==> src/rtl/hdmi_pkg.sv <==
// Shared video types: raster timing record, pixel type, lock state.
// Timing constants for the supported CEA-861 modes.
package hdmi_pkg;

  typedef struct packed {
    int h_active;
    int h_fp;
    int h_sync;
    int h_bp;
    int v_active;
    int v_fp;
    int v_sync;
    int v_bp;
  } video_timing_t;

  localparam video_timing_t TIMING_720P60 = '{
    h_active: 1280, h_fp: 110, h_sync: 40, h_bp: 220,
    v_active: 720,  v_fp: 5,   v_sync: 5,  v_bp: 20
  };

  localparam video_timing_t TIMING_1080P30 = '{
    h_active: 1920, h_fp: 88, h_sync: 44, h_bp: 148,
    v_active: 1080, v_fp: 4,  v_sync: 5,  v_bp: 36
  };

  typedef logic [23:0] rgb_t;

  typedef enum logic {SEEK = 1'b0, LOCKED = 1'b1} lock_state_t;

  function automatic int h_total(video_timing_t t);
    return t.h_active + t.h_fp + t.h_sync + t.h_bp;
  endfunction

  function automatic int v_total(video_timing_t t);
    return t.v_active + t.v_fp + t.v_sync + t.v_bp;
  endfunction

endpackage

==> src/rtl/hdmi_raster_ctr.sv <==
// Free-running h/v raster counters with region decode (active, raw sync, origin).
// Decode outputs are combinational from the current counter state.
module hdmi_raster_ctr
  import hdmi_pkg::*;
#(
  parameter video_timing_t T = TIMING_720P60
) (
  input  logic clk_pix,
  input  logic srst,
  output logic active,
  output logic hs,
  output logic vs,
  output logic origin
);

  localparam int HT = h_total(T);
  localparam int VT = v_total(T);
  localparam int HW = $clog2(HT);
  localparam int VW = $clog2(VT);

  localparam logic [HW-1:0] H_LAST   = HW'(HT - 1);
  localparam logic [HW-1:0] H_ACT    = HW'(T.h_active);
  localparam logic [HW-1:0] HS_FIRST = HW'(T.h_active + T.h_fp);
  localparam logic [HW-1:0] HS_LAST  = HW'(T.h_active + T.h_fp + T.h_sync - 1);
  localparam logic [VW-1:0] V_LAST   = VW'(VT - 1);
  localparam logic [VW-1:0] V_ACT    = VW'(T.v_active);
  localparam logic [VW-1:0] VS_FIRST = VW'(T.v_active + T.v_fp);
  localparam logic [VW-1:0] VS_LAST  = VW'(T.v_active + T.v_fp + T.v_sync - 1);

  logic [HW-1:0] h_q, h_d;
  logic [VW-1:0] v_q, v_d;

  always_comb begin
    h_d = h_q + 1'b1;
    v_d = v_q;
    // line and frame wrap land on the same edge, no idle cycle between frames
    if (h_q == H_LAST) begin
      h_d = '0;
      v_d = (v_q == V_LAST) ? '0 : v_q + 1'b1;
    end
    active = (h_q < H_ACT) && (v_q < V_ACT);
    hs     = (h_q >= HS_FIRST) && (h_q <= HS_LAST);
    vs     = (v_q >= VS_FIRST) && (v_q <= VS_LAST);
    origin = (h_q == '0) && (v_q == '0);
  end

  always_ff @(posedge clk_pix) begin
    if (srst) begin
      h_q <= '0;
      v_q <= '0;
    end else begin
      h_q <= h_d;
      v_q <= v_d;
    end
  end

endmodule

==> src/rtl/hdmi_timing_gen.sv <==
// Raster timing generator that pulls pixels in the active region and aligns the stream SOF to (0,0).
// All vid_* outputs lag the raster counters by one cycle; s_ready is combinational.
module hdmi_timing_gen
  import hdmi_pkg::*;
#(
  parameter int H_ACTIVE = 1280,
  parameter int H_FP     = 110,
  parameter int H_SYNC   = 40,
  parameter int H_BP     = 220,
  parameter int V_ACTIVE = 720,
  parameter int V_FP     = 5,
  parameter int V_SYNC   = 5,
  parameter int V_BP     = 20,
  parameter bit HS_POL   = 1'b1,
  parameter bit VS_POL   = 1'b1
) (
  input  logic        clk_pix,
  input  logic        srst,
  input  logic [23:0] s_data,
  input  logic        s_valid,
  input  logic        s_sof,
  output logic        s_ready,
  output logic [23:0] vid_rgb,
  output logic        vid_de,
  output logic        vid_hs,
  output logic        vid_vs,
  output logic        vid_fs,
  output logic        locked,
  output logic        underflow,
  input  logic        underflow_clr,
  output logic        sof_err
);

  localparam video_timing_t TIM = '{
    h_active: H_ACTIVE, h_fp: H_FP, h_sync: H_SYNC, h_bp: H_BP,
    v_active: V_ACTIVE, v_fp: V_FP, v_sync: V_SYNC, v_bp: V_BP
  };

  logic active, hs, vs, origin;

  hdmi_raster_ctr #(.T(TIM)) u_raster (
    .clk_pix (clk_pix),
    .srst    (srst),
    .active  (active),
    .hs      (hs),
    .vs      (vs),
    .origin  (origin)
  );

  lock_state_t state_q, state_d;
  rgb_t        rgb_q, rgb_d, pix;
  logic        de_q, de_d, hs_q, hs_d, vs_q, vs_d, fs_q, fs_d;
  logic        locked_q, locked_d, underflow_q, underflow_d, sof_err_q, sof_err_d;
  logic        starve;

  always_comb begin
    state_d   = state_q;
    s_ready   = 1'b0;
    pix       = '0;
    sof_err_d = 1'b0;
    starve    = 1'b0;
    case (state_q)
      SEEK: begin
        // hold an SOF pixel at the head until the raster reaches origin; drain anything else
        if (s_valid && s_sof) begin
          s_ready = origin;
          if (origin) begin
            state_d = LOCKED;
            pix     = s_data;
          end
        end else begin
          s_ready = 1'b1;
        end
      end
      LOCKED: begin
        if (active) begin
          s_ready = 1'b1;
          if (!s_valid) begin
            starve = 1'b1;
          end else if (s_sof != origin) begin
            // a misplaced SOF stays at the head so SEEK can realign on it
            sof_err_d = 1'b1;
            state_d   = SEEK;
            s_ready   = origin;
          end else begin
            pix = s_data;
          end
        end
      end
      default: state_d = SEEK;
    endcase
    if (srst) s_ready = 1'b0;

    rgb_d       = active ? pix : '0;
    de_d        = active;
    hs_d        = hs ? HS_POL : !HS_POL;
    vs_d        = vs ? VS_POL : !VS_POL;
    fs_d        = origin;
    locked_d    = (state_d == LOCKED);
    underflow_d = starve | (underflow_q & ~underflow_clr);
  end

  always_ff @(posedge clk_pix) begin
    if (srst) begin
      state_q     <= SEEK;
      rgb_q       <= '0;
      de_q        <= 1'b0;
      hs_q        <= !HS_POL;
      vs_q        <= !VS_POL;
      fs_q        <= 1'b0;
      locked_q    <= 1'b0;
      underflow_q <= 1'b0;
      sof_err_q   <= 1'b0;
    end else begin
      state_q     <= state_d;
      rgb_q       <= rgb_d;
      de_q        <= de_d;
      hs_q        <= hs_d;
      vs_q        <= vs_d;
      fs_q        <= fs_d;
      locked_q    <= locked_d;
      underflow_q <= underflow_d;
      sof_err_q   <= sof_err_d;
    end
  end

  assign vid_rgb   = rgb_q;
  assign vid_de    = de_q;
  assign vid_hs    = hs_q;
  assign vid_vs    = vs_q;
  assign vid_fs    = fs_q;
  assign locked    = locked_q;
  assign underflow = underflow_q;
  assign sof_err   = sof_err_q;

endmodule

==> config.mk <==
export PLATFORM = sky130hd
export DESIGN_NAME = hdmi_timing_gen
export DESIGN_NICKNAME = d
export VERILOG_FILES = /design/src/rtl/hdmi_pkg.sv /design/src/rtl/hdmi_raster_ctr.sv /design/src/rtl/hdmi_timing_gen.sv
export SDC_FILE = /design/constraint.sdc
export NUM_CORES = 1
export LEC_CHECK = 0
export ABC_AREA = 1
export CELL_PAD_IN_SITES_DETAIL_PLACEMENT = 0
export CELL_PAD_IN_SITES_GLOBAL_PLACEMENT = 2
export CORE_ASPECT_RATIO = 0.5
export CORE_MARGIN = 1
export CORE_UTILIZATION = 29
export CTS_CLUSTER_DIAMETER = 60
export DETAILED_ROUTE_END_ITERATION = 6
export MAX_ROUTING_LAYER = met4
export PLACE_DENSITY = 0.89
export SLEW_MARGIN = 20
export SYNTH_ARGS = -nofsm -noshare
export SYNTH_HDL_FRONTEND = slang
export SYNTH_HIERARCHICAL = 1
export SYNTH_SLANG_ARGS = --single-unit
==> constraint.sdc <==
create_clock -name clk_pix -period 5 [get_ports clk_pix]
set_input_delay 0.75 -clock clk_pix [delete_from_list [all_inputs] [get_ports clk_pix]]
set_output_delay 0.75 -clock clk_pix [all_outputs]
set_load 0.02 [all_outputs]
==> results.json <==
{
  "status": "finished, final reports clean",
  "detail_route.first_pass.iterations": 6,
  "fin_setup_tns_ns": 0,
  "grt_pass1_vias": 1988,
  "yosys_register_bits": 52,
  "numCtsBuffers": 5,
  "p_int_mw": 0.666,
  "yosysSeqAreaShare": 0.431,
  "hp-class": "flip-flop to flip-flop",
  "postRouteAntennaNets": 0,
  "p_sw_mw": 0.217,
  "track_usage": 0.141,
  "fin_cells": 501,
  "ys.flop_type": "dfxtp_1",
  "ctsResizeCount": 0,
  "synthTopCellsByArea": "dfxtp_1 (43%), nand2_1 (13%), nor2_1 (8.2%), inv_1 (5.3%), nor2_2 (4.1%)",
  "cp.required_ns": 4.25,
  "max-slew-margin-rel": 0.706,
  "fmax_mhz": 306,
  "postSynthCellCount": 327,
  "critPathKind": "flip-flop to primary output",
  "grt_overflow": 0,
  "p_clk_frac": 0.386,
  "num_vias": 2143,
  "dieArea_um2": 8710,
  "multiInputGateArea_um2": 1160,
  "min_period_over_period": 0.654,
  "grt_max_degree": 25,
  "area_growth_pct": 34.2,
  "worst_pin_slew_ns": 0.439,
  "dp_hpwl_um": 4140,
  "ff_latch_area_um2": 1040,
  "clockBufferDepth": 2,
  "finalClockSkew_ns": 0.00574,
  "synth.top_cell.area_share": 0.431,
  "rows": 23,
  "core-area_um2": 8030,
  "sw_frac_of_total": 0.246,
  "critPathMaxStageDelay_ns": 0.62,
  "clock_latency_ns": 0.29,
  "max_cap_viol_count": 0,
  "drive_above_1_share": 0.118,
  "drc": 0,
  "cts_tree": "done",
  "crit_slowest_cell": "clkdlybuf4s50_1",
  "dp.cells": 493,
  "start_util": 0.301,
  "avgRoutedWirePerCell_um": 10.7,
  "ctsHoldBuffers": 0,
  "cts_setup_buffers": 0,
  "cp_top_family": "buffers and inverters",
  "grt_pass1_wl_um": 9240,
  "cts_num_sinks": 52,
  "finalSetupViolCount": 0,
  "gp_congestion": 0.858,
  "clk_pin_slew_ns": 0.07,
  "worstPathArrival_ns": 2.52,
  "cp.buffers_inverters": 3,
  "wl_um": 5340,
  "p_leak_nw": 1.36,
  "ys_types": 29,
  "syn_area_per_cell_um2": 7.38,
  "portBuffers": 60,
  "synth-async-reset-ratio": 0,
  "cts_max_level": 2,
  "hold_violations": 0,
  "synth_nets": 363,
  "yosysWarnings": 6,
  "synth_common_cells": "nand2_1 (82), nor2_1 (53), dfxtp_1 (52)",
  "synth.cell_area_um2": 2410,
  "cp-start-kind": "flip-flop",
  "root_buffer": "clkbuf_16",
  "viasPerCell": 4.28,
  "synth_top_area_cell": "dfxtp_1",
  "rsz0062_at_grt": "no",
  "peakVddDrop_mv": 0.139,
  "fill_cells": 822,
  "diodes": 0,
  "synth_edf_count": 0,
  "combPwrFrac": 0.125,
  "path_max_fanout": 6,
  "endpoint_kind": "primary output",
  "antenna_found_initial": 0,
  "die_x_um": 131,
  "path_cells": "inv_1 > ha_1 > nand2_1 > nor3_1 > nand3_1 > nor2_1 > inv_1 > ha_1 > nand2_1 > nand3_1 > a21oi_1 > clkdlybuf4s50_1",
  "cellPowerDensity_nw_per_um2": 273,
  "drt_iter0_drc": 75,
  "slew_viol_final": 0,
  "final_nets": 424,
  "yosysMostFrequentCell": "nand2_1",
  "pwr-share-seq": 0.489,
  "die_h_um": 66.5,
  "fin_crit_ns": 3.27,
  "io-pin-count": 61
}
==> power by group through the flow <==
| stage | sequential [mW] | combinational (mW) | clock (mW) |
|---|---|---|---|
| 2_1_floorplan | 0.454 | 0.0504 | 0 |
| 3_3_place_gp | 0.441 | 0.110 | 0 |
| 3_5_place_dp | 0.442 | 0.112 | 0 |
| 4_1_cts | 0.432 | 0.112 | 0.354 |
| 5_1_grt | 0.433 | 0.122 | 0.376 |
| 6_report | 0.432 | 0.110 | 0.341 |
==> path summary, 6_finish.rpt <==
check | cells past startpoint | startpoint | slack [ns] | endpoint
worst max-delay path | 12 | u_raster/h_q[0] | 1.73 | s_ready
worst max register to register | 12 | u_raster/h_q[0] | 2.82 | vid_rgb[18]
worst min register to register | 2 | underflow | 0.48 | underflow
worst min-delay path | 2 | underflow | 0.48 | underflow
==> worst reg2reg max path, stage by stage (launching register included) <==
cell and delay [ns]:
dfxtp_1 0.37, inv_1 0.08, ha_1 0.15, nand2_1 0.06, nor3_1 0.13, nand3_1 0.09, nor2_1 0.18, inv_1 0.10
ha_1 0.29, nand2_1 0.06, nand2_2 0.34, nand2_1 0.14, nor2_2 0.11
==> cell type report <==
class | instances | area share
Multi-Input combinational cell | 228 | 0.357
Timing Repair Buffer | 60 | 0.185
Inverter | 41 | 0.0475
Tap cell | 112 | 0.0433
Clock buffer | 5 | 0.0386
Clock inverter | 3 | 0.00657
Sequential cell | 52 | 0.321
==> layer usage <==
layer  vias to the layer above  GRT usage  share of wire
met5                         -          -              0
li1                       1138          -              -
met1                       950      0.186           0.51
met2                        53      0.210           0.43
met3                         2     0.0490          0.061
met4                         0     0.0216         0.0045
==> stage by stage <==
step / area (µm²) / power [mW] / hold WS [ns] / setup slack [ns] / util
4_1_cts: 3240 / 0.898 / 0.493 / 1.69 / 0.403
3_5_place_dp: 3090 / 0.553 / 0.482 / 1.94 / 0.385
5_1_grt: 3240 / 0.931 / 0.512 / 1.52 / 0.403
6_report: 3240 / 0.883 / 0.483 / 1.73 / 0.403
2_1_floorplan: 2410 / 0.505 / 0.465 / 2.62 / -
3_3_place_gp: 3090 / 0.552 / 0.474 / 1.96 / 0.385
==> registers in the layout (all words and copies together), names as in the netlist <==
register and flops:
vid_rgb 24, u_raster/h_q 11, u_raster/v_q 10, locked 1
sof_err 1, underflow 1, vid_de 1, vid_fs 1
vid_hs 1, vid_vs 1
==> cell usage in the layout, fill, tap and decap left out, types with 2 or more instances in the layout <==
master | netlist | final
ha_1 | 7 | 7
nand2_2 | 6 | 6
nor2_2 | 16 | 16
xor2_1 | 2 | 2
nor3_1 | 9 | 9
nand3_1 | 14 | 14
o21ai_0 | 4 | 4
clkbuf_16 | 0 | 5
inv_2 | 7 | 7
nand2_1 | 82 | 82
nand4_1 | 4 | 4
nand3_4 | 2 | 2
dfxtp_1 | 52 | 52
a21oi_1 | 11 | 11
nand2_4 | 2 | 2
clkdlybuf4s50_1 | 0 | 60
inv_1 | 34 | 34
nand3b_1 | 2 | 2
o21ai_1 | 3 | 3
nor2_1 | 53 | 53
nor2_4 | 2 | 2
nor4_1 | 2 | 2
==> cells by family (layout without fill, tap and decap cells) <==
group	Yosys count	count (layout)	share of synthesized area
fa+ha+maj	7	7	0.0363
compound gates	21	21	0.0472
flops	52	52	0.431
buf+inv	47	109	0.0892
simple gates	198	198	0.389
xor+xnor	2	2	0.00726
No activity file was read; power rests on OpenSTA's default activity.
